$ cat config.mk
export PLATFORM = sky130hd
export DESIGN_NAME = haar_db_scheduler_flat
export DESIGN_NICKNAME = d
export VERILOG_FILES = /design/src/rtl/haar_db_scheduler_pkg.sv /design/src/rtl/haar_db_scheduler_if.sv /design/src/rtl/haar_db_scheduler_rr_priority_pick.sv /design/src/rtl/haar_db_scheduler.sv /design/src/flat_wrapper.sv
export SDC_FILE = /design/constraint.sdc
export NUM_CORES = 1
export LEC_CHECK = 0
export CORE_UTILIZATION = 54
export CTS_BUF_LIST = sky130_fd_sc_hd__clkbuf_8
export CTS_CLUSTER_SIZE = 40
export DETAILED_ROUTE_END_ITERATION = 10
export MAX_ROUTING_LAYER = met4
export PLACE_DENSITY = 0.79
export SKIP_LAST_GASP = 1
export SLEW_MARGIN = 10
export SYNTH_ARGS = -nofsm -noshare
export SYNTH_HDL_FRONTEND = slang
export SYNTH_SLANG_ARGS = --single-unit
$ cat constraint.sdc
create_clock -name clk -period 3.93 [get_ports clk]
set_clock_uncertainty 0.05 [all_clocks]
set_input_delay 0.393 -clock clk [delete_from_list [all_inputs] [get_ports clk]]
set_output_delay 0.393 -clock clk [all_outputs]
set_load 0.02 [all_outputs]
$ cat src/rtl/haar_db_scheduler_pkg.sv
// -----------------------------------------------------------------------------
// haar_sched_pkg
// Shared definitions for the haar_database stream scheduler:
//   - state encoding of the pass FSM (IDLE -> REWIND -> STREAM -> RELEASE)
//   - default requester count and the derived grant-index width
// No ports; imported by the interface, the picker and the scheduler top.
// -----------------------------------------------------------------------------
package haar_sched_pkg;

  localparam logic [1:0] ST_IDLE    = 2'd0;
  localparam logic [1:0] ST_REWIND  = 2'd1;
  localparam logic [1:0] ST_STREAM  = 2'd2;
  localparam logic [1:0] ST_RELEASE = 2'd3;

  typedef enum logic [1:0] {
    IDLE    = ST_IDLE,
    REWIND  = ST_REWIND,
    STREAM  = ST_STREAM,
    RELEASE = ST_RELEASE
  } state_t;

  localparam int NUM_RESIZE_DEF = 5;

  // Smallest width able to hold indices 0..n-1 (never below 1 bit).
  function automatic int idx_width(input int n);
    return (n <= 1) ? 1 : $clog2(n);
  endfunction

  localparam int IDX_W_DEF = idx_width(NUM_RESIZE_DEF);

endpackage

$ cat src/rtl/haar_db_scheduler_if.sv
// -----------------------------------------------------------------------------
// haar_db_scheduler_if
// Bundle between the per-scale I2LBS engines / haar_database and the scheduler.
//   i_req[N]      level request per scale
//   i_reject[N]   per-scale early-exit strobe
//   i_db_end      end-of-database strobe
//   o_db_reset    one-cycle database rewind
//   o_db_en       database advance enable
//   o_grant[N]    one-hot stream owner, o_grant_idx its binary index
//   o_done[N]     completion pulse with o_pass (1 = full traversal)
//   o_timeout     watchdog abort pulse
//   o_busy        scheduler not idle
// Modports: slave = scheduler side, master = requester/database side.
// -----------------------------------------------------------------------------
interface haar_db_scheduler_if
  import haar_sched_pkg::*;
#(
  parameter int NUM_RESIZE = NUM_RESIZE_DEF,
  parameter int IDX_W      = IDX_W_DEF
);
  logic [NUM_RESIZE-1:0] i_req;
  logic [NUM_RESIZE-1:0] i_reject;
  logic                  i_db_end;
  logic                  o_db_reset;
  logic                  o_db_en;
  logic [NUM_RESIZE-1:0] o_grant;
  logic [IDX_W-1:0]      o_grant_idx;
  logic [NUM_RESIZE-1:0] o_done;
  logic                  o_pass;
  logic                  o_timeout;
  logic                  o_busy;

  modport slave (
    input  i_req, i_reject, i_db_end,
    output o_db_reset, o_db_en, o_grant, o_grant_idx, o_done, o_pass,
           o_timeout, o_busy
  );

  modport master (
    output i_req, i_reject, i_db_end,
    input  o_db_reset, o_db_en, o_grant, o_grant_idx, o_done, o_pass,
           o_timeout, o_busy
  );
endinterface

$ cat src/rtl/haar_db_scheduler_rr_priority_pick.sv
// -----------------------------------------------------------------------------
// rr_priority_pick
// Combinational round-robin selector: finds the first set bit of req_i
// starting at ptr_i and searching upward, wrapping at N-1.
//   req_i[N]     request vector
//   ptr_i[IDX_W] search start; values >= N are treated as 0
//   gnt_o[N]     one-hot winner (0 when no request)
//   idx_o[IDX_W] binary index of the winner
//   any_o        at least one request pending
// -----------------------------------------------------------------------------
module rr_priority_pick #(
  parameter int N     = 5,
  parameter int IDX_W = 3
) (
  input  logic [N-1:0]     req_i,
  input  logic [IDX_W-1:0] ptr_i,
  output logic [N-1:0]     gnt_o,
  output logic [IDX_W-1:0] idx_o,
  output logic             any_o
);

  int   start;
  int   j;
  logic found;

  always_comb begin
    start = (int'(ptr_i) < N) ? int'(ptr_i) : 0;
    gnt_o = '0;
    idx_o = '0;
    found = 1'b0;
    j     = 0;
    for (int i = 0; i < N; i++) begin
      j = start + i;
      if (j >= N) j = j - N;
      if (!found && req_i[j]) begin
        found    = 1'b1;
        gnt_o[j] = 1'b1;
        idx_o    = IDX_W'(j);
      end
    end
  end

  assign any_o = |req_i;

endmodule

$ cat src/rtl/haar_db_scheduler.sv
// -----------------------------------------------------------------------------
// haar_db_scheduler
// Time-shares the single haar_database stream between NUM_RESIZE scale
// engines. One requester owns the stream per pass, chosen round-robin; each
// pass starts with a one-cycle database rewind and runs until database end,
// early reject, requester withdrawal or watchdog expiry.
// Ports:
//   clk    system clock
//   reset  asynchronous, active-high reset
//   bus    haar_db_scheduler_if.slave (requests, rejects, db end in;
//          rewind/enable, grant, done/pass, timeout, busy out)
// All outputs are registered.
// -----------------------------------------------------------------------------
module haar_db_scheduler
  import haar_sched_pkg::*;
#(
  parameter int NUM_RESIZE      = NUM_RESIZE_DEF,
  parameter int IDX_W           = idx_width(NUM_RESIZE),
  parameter int TIMEOUT_W       = 16,
  parameter int MAX_PASS_CYCLES = 40000
) (
  input  logic              clk,
  input  logic              reset,
  haar_db_scheduler_if.slave bus
);

  localparam logic [TIMEOUT_W-1:0] WDOG_LAST = TIMEOUT_W'(MAX_PASS_CYCLES - 1);
  localparam logic [IDX_W-1:0]     IDX_LAST  = IDX_W'(NUM_RESIZE - 1);

  state_t                state_q, state_d;
  logic [IDX_W-1:0]      rr_ptr_q, rr_ptr_d;
  logic [TIMEOUT_W-1:0]  wdog_q, wdog_d;
  logic [NUM_RESIZE-1:0] grant_q, grant_d;
  logic [IDX_W-1:0]      idx_q, idx_d;
  logic [NUM_RESIZE-1:0] done_q, done_d;
  logic                  db_reset_q, db_reset_d;
  logic                  db_en_q, db_en_d;
  logic                  pass_q, pass_d;
  logic                  timeout_q, timeout_d;
  logic                  busy_q, busy_d;

  logic [NUM_RESIZE-1:0] pick_gnt;
  logic [IDX_W-1:0]      pick_idx;
  logic                  pick_any;
  logic                  req_g;
  logic                  rej_g;

  rr_priority_pick #(
    .N     (NUM_RESIZE),
    .IDX_W (IDX_W)
  ) u_pick (
    .req_i (bus.i_req),
    .ptr_i (rr_ptr_q),
    .gnt_o (pick_gnt),
    .idx_o (pick_idx),
    .any_o (pick_any)
  );

  // Masking with the one-hot grant looks only at the owner's lines, so
  // requests and rejects of other scales are ignored during a pass.
  assign req_g = |(bus.i_req & grant_q);
  assign rej_g = |(bus.i_reject & grant_q);

  always_comb begin
    state_d    = state_q;
    rr_ptr_d   = rr_ptr_q;
    wdog_d     = wdog_q;
    grant_d    = grant_q;
    idx_d      = idx_q;
    done_d     = '0;
    db_reset_d = 1'b0;
    db_en_d    = 1'b0;
    pass_d     = 1'b0;
    timeout_d  = 1'b0;

    case (state_q)
      IDLE: begin
        if (pick_any) begin
          state_d    = REWIND;
          grant_d    = pick_gnt;
          idx_d      = pick_idx;
          db_reset_d = 1'b1;
        end
      end
      REWIND: begin
        state_d = STREAM;
        db_en_d = 1'b1;
        wdog_d  = '0;
      end
      STREAM: begin
        // Termination priority: withdrawal, reject, database end, watchdog.
        if (!req_g) begin
          state_d = RELEASE;
        end else if (rej_g) begin
          state_d = RELEASE;
          done_d  = grant_q;
        end else if (bus.i_db_end) begin
          state_d = RELEASE;
          done_d  = grant_q;
          pass_d  = 1'b1;
        end else if (wdog_q == WDOG_LAST) begin
          state_d   = RELEASE;
          timeout_d = 1'b1;
        end else begin
          db_en_d = 1'b1;
          if (wdog_q != '1) wdog_d = wdog_q + TIMEOUT_W'(1);
        end
      end
      RELEASE: begin
        state_d  = IDLE;
        grant_d  = '0;
        idx_d    = '0;
        // Restart the search just past the owner so it queues behind others.
        rr_ptr_d = (idx_q >= IDX_LAST) ? '0 : idx_q + IDX_W'(1);
      end
      default: begin
        state_d = IDLE;
        grant_d = '0;
        idx_d   = '0;
      end
    endcase

    busy_d = (state_d != IDLE);
  end

  always_ff @(posedge clk or posedge reset) begin
    if (reset) begin
      state_q    <= IDLE;
      rr_ptr_q   <= '0;
      wdog_q     <= '0;
      grant_q    <= '0;
      idx_q      <= '0;
      done_q     <= '0;
      db_reset_q <= 1'b0;
      db_en_q    <= 1'b0;
      pass_q     <= 1'b0;
      timeout_q  <= 1'b0;
      busy_q     <= 1'b0;
    end else begin
      state_q    <= state_d;
      rr_ptr_q   <= rr_ptr_d;
      wdog_q     <= wdog_d;
      grant_q    <= grant_d;
      idx_q      <= idx_d;
      done_q     <= done_d;
      db_reset_q <= db_reset_d;
      db_en_q    <= db_en_d;
      pass_q     <= pass_d;
      timeout_q  <= timeout_d;
      busy_q     <= busy_d;
    end
  end

  assign bus.o_db_reset  = db_reset_q;
  assign bus.o_db_en     = db_en_q;
  assign bus.o_grant     = grant_q;
  assign bus.o_grant_idx = idx_q;
  assign bus.o_done      = done_q;
  assign bus.o_pass      = pass_q;
  assign bus.o_timeout   = timeout_q;
  assign bus.o_busy      = busy_q;

endmodule

$ cat src/flat_wrapper.sv
// flat-port wrapper written by rule: the top's interface ports become plain ports
module haar_db_scheduler_flat import haar_sched_pkg::*;
#(
  parameter int NUM_RESIZE      = NUM_RESIZE_DEF,
  parameter int IDX_W           = idx_width(NUM_RESIZE),
  parameter int TIMEOUT_W       = 16,
  parameter int MAX_PASS_CYCLES = 40000
)
  (clk, reset, bus_i_req, bus_i_reject, bus_i_db_end, bus_o_db_reset, bus_o_db_en, bus_o_grant, bus_o_grant_idx, bus_o_done, bus_o_pass, bus_o_timeout, bus_o_busy);
  haar_db_scheduler_if #(.NUM_RESIZE(NUM_RESIZE), .IDX_W(IDX_W)) bus_i ();
  input  logic clk;
  input  logic reset;
  input wire logic [$bits(bus_i.i_req)-1:0] bus_i_req;
  input wire logic [$bits(bus_i.i_reject)-1:0] bus_i_reject;
  input wire logic [$bits(bus_i.i_db_end)-1:0] bus_i_db_end;
  output wire logic [$bits(bus_i.o_db_reset)-1:0] bus_o_db_reset;
  output wire logic [$bits(bus_i.o_db_en)-1:0] bus_o_db_en;
  output wire logic [$bits(bus_i.o_grant)-1:0] bus_o_grant;
  output wire logic [$bits(bus_i.o_grant_idx)-1:0] bus_o_grant_idx;
  output wire logic [$bits(bus_i.o_done)-1:0] bus_o_done;
  output wire logic [$bits(bus_i.o_pass)-1:0] bus_o_pass;
  output wire logic [$bits(bus_i.o_timeout)-1:0] bus_o_timeout;
  output wire logic [$bits(bus_i.o_busy)-1:0] bus_o_busy;
  assign bus_i.i_req = bus_i_req;
  assign bus_i.i_reject = bus_i_reject;
  assign bus_i.i_db_end = bus_i_db_end;
  assign bus_o_db_reset = bus_i.o_db_reset;
  assign bus_o_db_en = bus_i.o_db_en;
  assign bus_o_grant = bus_i.o_grant;
  assign bus_o_grant_idx = bus_i.o_grant_idx;
  assign bus_o_done = bus_i.o_done;
  assign bus_o_pass = bus_i.o_pass;
  assign bus_o_timeout = bus_i.o_timeout;
  assign bus_o_busy = bus_i.o_busy;
  haar_db_scheduler #(.NUM_RESIZE(NUM_RESIZE), .IDX_W(IDX_W), .TIMEOUT_W(TIMEOUT_W), .MAX_PASS_CYCLES(MAX_PASS_CYCLES)) u_core (.clk(clk), .reset(reset), .bus(bus_i));
endmodule
==> flow_summary_export.csv, run 1 <==
group,metric,value,unit
outcome,outcome,"finished, final reports clean",
synth,synth_nets,436,
clocking,clkSinkCount,39,
setup_path,crit_required,4.08,ns
synth,synth_cell_types,68,
synth,syn_inst,404,
setup_path,end_kind,"register",
drt,drtIter0Drc,162,
synth,ys.flop_type,"dfrtp_1",
drt,drcViolationCount,0,
synth,synthTopCellsByArea,"dfrtp_1 (30%), ha_1 (7.3%), nor2_1 (4.9%)",
run,max_cap_viol_count,0,
setup_path,path_max_fanout,7,
setup_path,critPathSlowestCell,"mux4_2",
setup_path,rr_worst_depth,11,
setup_path,timing.rr.start,"u_core.rr_ptr_q[0]",
global_route,grt_antenna_before_repair,0,
power,powerDensity,775,nW/um^2
synth,synth_top_family_by_area,"simple AND/OR/NAND/NOR gates",
floorplanning,core.rowCount,27,
global_route,grt_usage,32.6,%
cells_and_area,syn_to_final_growth,18.9,%
cells_and_area,layout_common_cells,"nor2_1 (43), dfrtp_1 (39), nand2_1 (38), clkdlybuf4s50_1 (30)",
timing,fmax,267,MHz
synth,ys_ff_latch,39,
cells_and_area,n_antenna_cell,0,
synth,syn_area_per_cell,8.10,um^2
cells_and_area,layout_commonest_cell,"nor2_1",
clocking,insertion_delay,0.30,ns
cells_and_area,seqCellArea,976,um^2
setup_path,reg2reg_to,"u_core.bus.o_grant[2]",
clocking,numCtsBuffers,5,
cells_and_area,multi_input_comb_area,2180,um^2
clocking,cts.reportedPaths.clkPinSlew,0.08,ns
floorplanning,dieArea,6370,um^2
place,io_buffers,30,
synth,synth_edf_count,0,
timing,setup_viol_count_final,0,
synth,yosysSeqAreaShare,29.8,%
setup_path,cp_top_family,"simple AND/OR/NAND/NOR gates",
drt,routed_via_density,6.36,
synth,synth_top_area_share,29.8,%
timing,post-route-period-util,95.4,%
clocking,htree_num_levels,2,
cells_and_area,nFillCells,478,
global_route,gr-total-overflow,0,
power,p_leak,1.68,nW
timing,worstMarginPinSlew,1.05,ns
setup_path,cp_cell_sequence,"or3b_1 > inv_6 > ha_4 > nand2b_4 > nor2_1 > a221oi_2 > mux4_2 > a2111oi_4 > and2b_4 > or4b_1 > o311ai_1",
synth,ys_async_sr_fraction,100,%
timing,relSlewSlack,29.6,%
timing,fin_crit,3.75,ns
cells_and_area,stdcell_count,516,
floorplanning,core_area,5680,um^2
setup_path,cp.arrival,3.90,ns
synth,synthAdderAreaFrac,7.27,%
timing,finalSetupTns,0,ns
synth,synth_compound_area_share,21.2,%
drt,via_count,3283,
place,placed_cells,508,
clocking,ctsRootBufferMaster,"clkbuf_8",
floorplanning,die_h,79.8,um
clocking,clock_tree.buffer_depth,2,
global_route,grt_pass1_vias,3160,
setup_path,cp_num_buf_inv,1,
setup_path,crit_path_max_incr_delay,0.59,ns
place,routabilityCongestion,1.01,
timing,final_hold_viol_count,0,
synth,synthMuxAreaShare,2.33,%
drt,drt_wl_total,9.53,mm
floorplanning,fp.dieW,79.8,um
synth,synth_top_area_cell,"dfrtp_1",
cells_and_area,finalCoreUtilization,68.6,%
min_path,hold_path.class,"in2async",
cells_and_area,final_layout_size_suffix_gt1_share,11.9,%
setup_path,worstSetupPathType,"reg2reg",
synth,synthSimpleGateAreaFrac,30.3,%
drt,dr.pass1.iters,5,
drt,wl_per_cell,18.5,um
global_route,grt_max_degree,40,
power,peakVddDrop,425,uV
cells_and_area,nNetsFinal,475,
floorplanning,io_pins,31,
clocking,cts_tree,"done",
synth,ys_warn_count,0,
floorplanning,initial_core_util,57.6,%
setup_path,ff2ff_setup_slack,0.18,ns
place,hpwlAfterDp,7.23,mm
global_route,grt_pass1_wl,15.4,mm
setup_path,start_kind,"register",
timing,drv_slew,0,
timing,hold_ws,0.474,ns
clocking,cts_hold_buf,0,
synth,netlist_area,3270,um^2
synth,synth-xor-area-share,4.55,%
drt,antenna_left,0,
## report_power, final
| part | internal (mW) | switching, mW | leakage [nW] |
|---|---|---|---|
| logic | 0.832 | 1.31 | 1.09 |
| registers | 0.466 | 0.0636 | 0.527 |
| clock network | 0.189 | 0.155 | 0.0581 |
## cell families (layout without fill, tap and decap cells)
logic type               after synthesis  after routing
AND/OR/NAND/NOR                      187            187
AO/OA/AOI/OAI                        100            100
flip-flops                            39             39
buffers and inverters                 36             76
adder cells (fa/ha/maj)               19             19
XOR/XNOR                              17             17
multiplexers                           6              6
## stage by stage
step	setup WS, ns	cell area, um^2	power (mW)
4_1_cts	0.0783	3880	2.97
3_5_place_dp	0.107	3760	2.62
5_1_grt	-0.00362	3890	3.23
6_report	0.180	3890	3.01
3_3_place_gp	0.250	3760	2.58
2_1_floorplan	0.00172	3300	1.97
## layer usage
| layer | routed length [um] | GRT usage [%] | vias up |
|---|---|---|---|
| met2 | 4770 | 55.6 | 134 |
| met3 | 482 | 4.57 | 27 |
| li1 | - | - | 1557 |
| met5 | 0 | - | - |
| met4 | 278 | 14.3 | 0 |
| met1 | 4000 | 38.0 | 1565 |
## layout make-up
type                    instances  share of cell area (%)
multi-input cells             329                    56.1
flip-flops and latches         39                    25.1
repair buffers                 52                    12.0
well taps                      72                    2.32
clock buffers                   5                    1.77
inverters                      16                    1.67
clock inverters                 3                    1.13
## state kept, by name, summed over array words and instances (netlist names)
name,count
u_core.bus.o_grant,5
u_core.bus.o_grant_idx,3
u_core.bus.o_busy,1
u_core.bus.o_done,5
u_core.wdog_q,16
u_core.bus.o_db_en,1
u_core.bus.o_pass,1
u_core.bus.o_db_reset,1
u_core.state_q,2
u_core.bus.o_timeout,1
u_core.rr_ptr_q,3
## worst reg2reg max path, cell delays in order (launching register included)
cell and delay, ns:
dfrtp_1 0.40, or3b_1 0.44, inv_6 0.12, ha_4 0.17, nand2b_4 0.14, nor2_1 0.06
a221oi_2 0.36, mux4_2 0.59, a2111oi_4 0.36, and2b_4 0.25, or4b_1 0.47, o311ai_1 0.24
## worst max-delay path by stage
stage	start	endpoint	slack, ns	depth (start not counted)
6_report	u_core.rr_ptr_q[0]	u_core.bus.o_grant[2]	0.18	11
3_5_place_dp	u_core.rr_ptr_q[2]	u_core.bus.o_grant[2]	0.11	14
3_3_place_gp	u_core.rr_ptr_q[0]	u_core.bus.o_grant[3]	0.25	16
4_1_cts	u_core.rr_ptr_q[2]	u_core.bus.o_grant[2]	0.08	14
2_1_floorplan	u_core.rr_ptr_q[1]	u_core.bus.o_grant[2]	0.002	13
5_1_grt	u_core.rr_ptr_q[2]	u_core.bus.o_grant[2]	-0.004	14
## cell usage after synthesis, drive strengths merged, types with 5 or more instances
cell type  instances
a211oi             5
a21oi             24
a22oi              5
and2              10
and3              11
buf                6
clkbuf            14
dfrtp             39
ha                19
inv               16
nand2             38
nand2b            12
nand3             13
nand4              8
nor2              43
nor2b              6
nor3              10
nor4               9
o21ai             25
xor2              15
## what timing repair did
item / in CTS / in global routing
gates resized for setup: 0 / 3
hold endpoints to repair: 0 / 0
setup endpoints to repair: 0 / 6
buffers inserted: 0 / 0
(Power assumes the default switching activity.)
==> inputs of run 2 (changes only) <==
--- a/config.mk
+++ b/config.mk
@@ -5,10 +5,11 @@
 export SDC_FILE = /design/constraint.sdc
 export NUM_CORES = 1
 export LEC_CHECK = 0
-export CORE_UTILIZATION = 54
+export CORE_UTILIZATION = 60
 export CTS_BUF_LIST = sky130_fd_sc_hd__clkbuf_8
 export CTS_CLUSTER_SIZE = 40
 export DETAILED_ROUTE_END_ITERATION = 10
+export DONT_BUFFER_PORTS = 1
 export MAX_ROUTING_LAYER = met4
 export PLACE_DENSITY = 0.79
 export SKIP_LAST_GASP = 1
==> constraint.sdc (replaced) <==
create_clock -name clk -period 3.93 [get_ports clk]
set_clock_uncertainty 0.05 [all_clocks]
set_input_delay 0.393 -clock clk [delete_from_list [all_inputs] [get_ports clk]]
set_output_delay 0.393 -clock clk [all_outputs]
set_load 0.1 [all_outputs]
==> flow_summary_export.csv, run 2 (synthesis gave the netlist of run 1 again) <==
group,metric,value,unit
outcome,outcome,"finished, final reports clean",
cells_and_area,layout_commonest_cell,"nor2_1",
setup_path,cp.arrival,3.89,ns
clocking,insertion_delay,0.30,ns
power,seq_power_share,22.3,%
drt,via_count,3173,
clocking,ctsRootBufferMaster,"clkbuf_8",
global_route,gr-total-overflow,0,
clocking,cts_tree,"done",
timing,rsz0062_at_grt,"yes",
power,p_leak,1.61,nW
floorplanning,fp.dieW,75.8,um
power,internal_power,1.41,mW
cells_and_area,largest_register_ffs,16,
clocking,cts_setup_buffers,0,
power,netSwitchingFraction,55.0,%
floorplanning,dieArea,5750,um^2
power,peakVddDrop,440,uV
cells_and_area,finalCoreUtilization,70.5,%
setup_path,crit_path_max_incr_delay,0.59,ns
timing,fin_crit,3.74,ns
floorplanning,initial_core_util,63.3,%
drt,dr.pass1.iters,5,
drt,routed_via_density,6.42,
timing,post-route-period-util,95.1,%
clocking,clkSinkCount,39,
cells_and_area,nNetsFinal,455,
timing,worstMarginPinSlew,1.06,ns
clocking,clock_tree.buffer_depth,2,
power,combinationalPowerShare,67.8,%
global_route,grt_usage,34.5,%
setup_path,critPathSlowestCell,"mux4_2",
cells_and_area,top_register,"u_core.wdog_q",
cells_and_area,layout_common_cells,"nor2_1 (43), dfrtp_1 (39), nand2_1 (38), buf_4 (31)",
setup_path,cp_top_family,"simple AND/OR/NAND/NOR gates",
setup_path,crit_required,4.08,ns
min_path,holdPathEnd,"u_core.bus.o_timeout",
setup_path,worstSetupPathType,"reg2reg",
power,finalPower,3.13,mW
clocking,cts.reportedPaths.clkPinSlew,0.08,ns
drt,antenna_left,0,
global_route,grt_pass1_wl,14.2,mm
timing,setup_viol_count_final,0,
clocking,numCtsBuffers,5,
drt,drtIter0Drc,275,
drt,drt_wl_total,9.22,mm
min_path,hold_path.class,"in2reg",
floorplanning,die_h,75.8,um
setup_path,timing.rr.start,"u_core.rr_ptr_q[0]",
power,powerDensity,858,nW/um^2
setup_path,end_kind,"register",
run,max_cap_viol_count,0,
setup_path,cp_cell_sequence,"or3b_4 > inv_6 > ha_4 > nand2b_4 > nor2_1 > a221oi_2 > mux4_2 > a2111oi_4 > and2b_4 > or4b_1 > o311ai_1",
drt,drcViolationCount,0,
power,p_sw,1.72,mW
cells_and_area,syn_to_final_growth,11.4,%
timing,drv_slew,0,
timing,hold_ws,0.112,ns
setup_path,rr_worst_depth,11,
clocking,htree_num_levels,2,
timing,relSlewSlack,29.5,%
min_path,min_path_cells,1,
timing,fin_ws,0.192,ns
floorplanning,core.rowCount,26,
min_path,hold_start,"bus_i_db_end",
timing,finalSetupTns,0,ns
place,hpwlAfterDp,7.06,mm
setup_path,start_kind,"register",
floorplanning,core_area,5170,um^2
cells_and_area,n_antenna_cell,0,
floorplanning,io_pins,31,
setup_path,ff2ff_setup_slack,0.19,ns
place,routabilityCongestion,0.945,
global_route,grt_antenna_before_repair,0,
setup_path,cp_num_buf_inv,1,
setup_path,path_max_fanout,8,
global_route,grt_max_degree,34,
setup_path,reg2reg_to,"u_core.bus.o_grant[2]",
place,io_buffers,0,
power,p_clk_share,9.9,%
timing,final_hold_viol_count,0,
drt,wl_per_cell,18.7,um
cells_and_area,final_layout_size_suffix_gt1_share,14.4,%
global_route,grt_pass1_vias,2919,
timing,fmax,268,MHz
place,dp_slack,0.189,ns
-- run 2: power groups by stage --
| stage | Sequential (mW) | Combinational [mW] | Clock [mW] |
|---|---|---|---|
| finish | 0.698 | 2.12 | 0.310 |
| global route | 0.707 | 2.31 | 0.327 |
| CTS | 0.696 | 2.08 | 0.313 |
| detailed placement | 0.703 | 2.06 | 0 |
| global placement | 0.699 | 2.06 | 0 |
| floorplan | 0.776 | 1.41 | 0 |
-- run 2: layer usage --
metal | track usage (%) | wire, um | vias to the layer above
li1 | - | - | 1509
met1 | 41.4 | 3980 | 1492
met2 | 56.6 | 4380 | 147
met3 | 5.82 | 567 | 25
met4 | 15.6 | 299 | 0
met5 | - | 0 | -
-- run 2: worst reg2reg max path: cells and delay by family, from the launching register on --
| kind | cells | cell delay, ns |
|---|---|---|
| AND/OR/NAND/NOR | 5 | 1.33 |
| adder cells (fa/ha/maj) | 1 | 0.18 |
| AO/OA/AOI/OAI | 3 | 0.95 |
| buffers and inverters | 1 | 0.11 |
| flip-flops | 1 | 0.43 |
| multiplexers | 1 | 0.59 |
-- run 2: what timing repair did --
item                                   CTS  global route
resized for setup                        0             2
setup endpoints to repair                0             2
endpoints found under the hold margin    6             0
hold buffers                             1             0
-- run 2: final cells by class --
| class | instances | area (um^2) |
|---|---|---|
| fillers | 405 | 1530 |
| repair buffers | 32 | 243 |
| clock inverters | 1 | 7.51 |
| clock buffers | 7 | 96.3 |
| well taps | 70 | 87.6 |
| flip-flops and latches | 39 | 976 |
| inverters | 16 | 65.1 |
| multi-input cells | 329 | 2170 |
-- run 2: worst max-delay path by stage --
stage                        from               endpoint  cells past startpoint
3_5_place_dp   u_core.rr_ptr_q[0]  u_core.bus.o_grant[2]                     11
2_1_floorplan  u_core.rr_ptr_q[1]  u_core.bus.o_grant[2]                     13
4_1_cts        u_core.rr_ptr_q[0]  u_core.bus.o_grant[2]                     11
3_3_place_gp   u_core.rr_ptr_q[0]  u_core.bus.o_grant[2]                     11
5_1_grt        u_core.rr_ptr_q[2]  u_core.bus.o_grant[2]                     11
6_report       u_core.rr_ptr_q[0]  u_core.bus.o_grant[2]                     11
-- run 2: through the flow --
stage / area, um^2 / std cells
floorplan: 3300 / 404
finish: 3650 / 494
CTS: 3640 / 494
detailed placement: 3530 / 485
global placement: 3530 / 485
global route: 3650 / 494
==> inputs of run 3 (changes only) <==
--- a/config.mk
+++ b/config.mk
@@ -11,7 +11,8 @@
 export DETAILED_ROUTE_END_ITERATION = 10
 export DONT_BUFFER_PORTS = 1
 export MAX_ROUTING_LAYER = met4
-export PLACE_DENSITY = 0.79
+export PLACE_DENSITY = 0.9
+export RECOVER_POWER = 50
 export SKIP_LAST_GASP = 1
 export SLEW_MARGIN = 10
 export SYNTH_ARGS = -nofsm -noshare
==> flow_summary_export.csv, run 3 (synthesis gave the netlist of run 1 again) <==
group,metric,value,unit
clocking,insertion_delay,0.29,ns
clocking,clkSinkCount,39,
min_path,hold_path.class,"in2reg",
power,peakVddDrop,579,uV
cells_and_area,layout_commonest_cell,"nor2_1",
clocking,htree_num_levels,2,
timing,fin_crit,3.74,ns
timing,setup_viol_count_final,0,
setup_path,crit_required,4.08,ns
clocking,ctsRootBufferMaster,"clkbuf_8",
outcome,violations,"capacitance limit, slew limit",
timing,worstMarginPinSlew,1.66,ns
power,finalPower,3.15,mW
drt,drtIter0Drc,274,
global_route,grt_antenna_before_repair,0,
timing,post-route-period-util,95.2,%
clocking,numCtsBuffers,5,
global_route,grt_pass1_wl,14.3,mm
clocking,cts.reportedPaths.clkPinSlew,0.09,ns
global_route,grt_pass1_vias,2942,
floorplanning,initial_core_util,63.3,%
cells_and_area,syn_to_final_growth,10.8,%
setup_path,cp_cell_sequence,"or3b_4 > inv_6 > ha_4 > nand2b_4 > nor2_1 > a221oi_2 > mux4_2 > a2111oi_4 > and2b_4 > or4b_1 > o311ai_2",
floorplanning,dieArea,5750,um^2
setup_path,rr_worst_depth,11,
cells_and_area,layout_common_cells,"nor2_1 (43), dfrtp_1 (39), nand2_1 (38), o21ai_0 (24), a21oi_1 (24)",
drt,wl_met1,3.57,mm
power,powerDensity,868,nW/um^2
outcome,outcome,"finished with violations",
floorplanning,fp.dieW,75.8,um
drt,dr.pass1.iters,5,
setup_path,end_kind,"register",
place,io_buffers,0,
drt,routed.top_layer,"met4",
drt,drt_wl_total,8.98,mm
setup_path,cp.arrival,3.89,ns
min_path,min_path_cells,1,
drt,drcViolationCount,0,
clocking,cts_setup_buffers,0,
run,max_cap_viol_count,1,
setup_path,critPathSlowestCell,"mux4_2",
timing,fmax,267,MHz
floorplanning,core.rowCount,26,
cells_and_area,final_layout_size_suffix_gt1_share,13.3,%
place,routabilityCongestion,0.944,
drt,wl_per_cell,18.3,um
setup_path,path_max_fanout,7,
cells_and_area,nNetsFinal,452,
drt,antenna_left,0,
drt,via_count,3186,
clocking,clock_tree.buffer_depth,2,
drt,routed_via_density,6.49,
cells_and_area,largest_register_ffs,16,
global_route,grt_max_degree,33,
timing,finalSetupTns,0,ns
drt,wl_met2,4.34,mm
floorplanning,die_h,75.8,um
drt,dr_wl_met3,680,um
floorplanning,core_area,5170,um^2
cells_and_area,top_register,"u_core.wdog_q",
clocking,cts_tree,"done",
power,p_leak,1.57,nW
timing,rsz0062_at_grt,"no",
place,hpwlAfterDp,6.93,mm
timing,final_hold_viol_count,0,
setup_path,crit_path_max_incr_delay,0.60,ns
global_route,grt_usage,34.8,%
cells_and_area,n_antenna_cell,0,
timing,drv_slew,33,
global_route,gr-total-overflow,0,
setup_path,start_kind,"register",
setup_path,worstSetupPathType,"reg2reg",
timing,relSlewSlack,-10.6,%
floorplanning,io_pins,31,
-- run 3: routing by layer --
metal / up-vias / track usage (%)
met1: 1484 / 41.4
li1: 1506 / -
met2: 160 / 55.0
met4: 0 / 20.4
met3: 36 / 6.08
met5: - / -
-- run 3: timing repair --
action	4_1_cts	5_1_grt
setup endpoints to repair	0	4
endpoints found under the hold margin	7	0
resized for setup	0	6
hold buffers	1	0
-- run 3: path summary, 6_finish.rpt --
| path | from | end | slack [ns] |
|---|---|---|---|
| max | u_core.rr_ptr_q[0] | u_core.bus.o_grant[2] | 0.19 |
| min | bus_i_db_end | u_core.bus.o_timeout | 0.12 |
| max reg2reg | u_core.rr_ptr_q[0] | u_core.bus.o_grant[2] | 0.19 |
| min reg2reg | u_core.wdog_q[5] | u_core.wdog_q[5] | 0.50 |
| max in group asynchronous | reset | u_core.bus.o_grant[2] | 1.57 |
| min in group asynchronous | reset | u_core.wdog_q[3] | 0.43 |
-- run 3: worst max-delay path: cells and delay by family (launching register included) --
| family | cells | cell delay [ns] |
|---|---|---|
| muxes | 1 | 0.60 |
| AOI/OAI and AO/OA | 3 | 0.94 |
| adders and majority gates | 1 | 0.18 |
| buffers and inverters | 1 | 0.10 |
| and+or+nand+nor | 5 | 1.36 |
| DFF | 1 | 0.42 |
-- run 3: final cells by class --
| cell class | instances | area, um^2 |
|---|---|---|
| clock buffer | 5 | 68.8 |
| clock inverter | 3 | 43.8 |
| fill | 413 | 1550 |
| inverter | 16 | 65.1 |
| multi-input combinational | 329 | 2190 |
| sequential | 39 | 976 |
| tap | 70 | 87.6 |
| timing repair buffer | 29 | 198 |
-- run 3: through the flow --
step                setup WS, ns  cells  area, um^2  hold slack [ns]  utilization (%)
CTS                        0.125    491        3630            0.114             70.2
global placement           0.222    482        3510            0.188             67.8
detailed placement         0.171    482        3510            0.196             67.8
floorplan                0.00172    404        3300            0.416                -
global route              0.0279    491        3630            0.112             70.1
finish                     0.188    491        3630            0.117             70.1
-- run 3: power breakdown --
| part | internal (mW) | switching (mW) | total [mW] |
|---|---|---|---|
| Sequential | 0.462 | 0.231 | 0.692 |
| Clock | 0.189 | 0.148 | 0.337 |
| Combinational | 0.782 | 1.34 | 2.12 |
| Total | 1.43 | 1.72 | 3.15 |
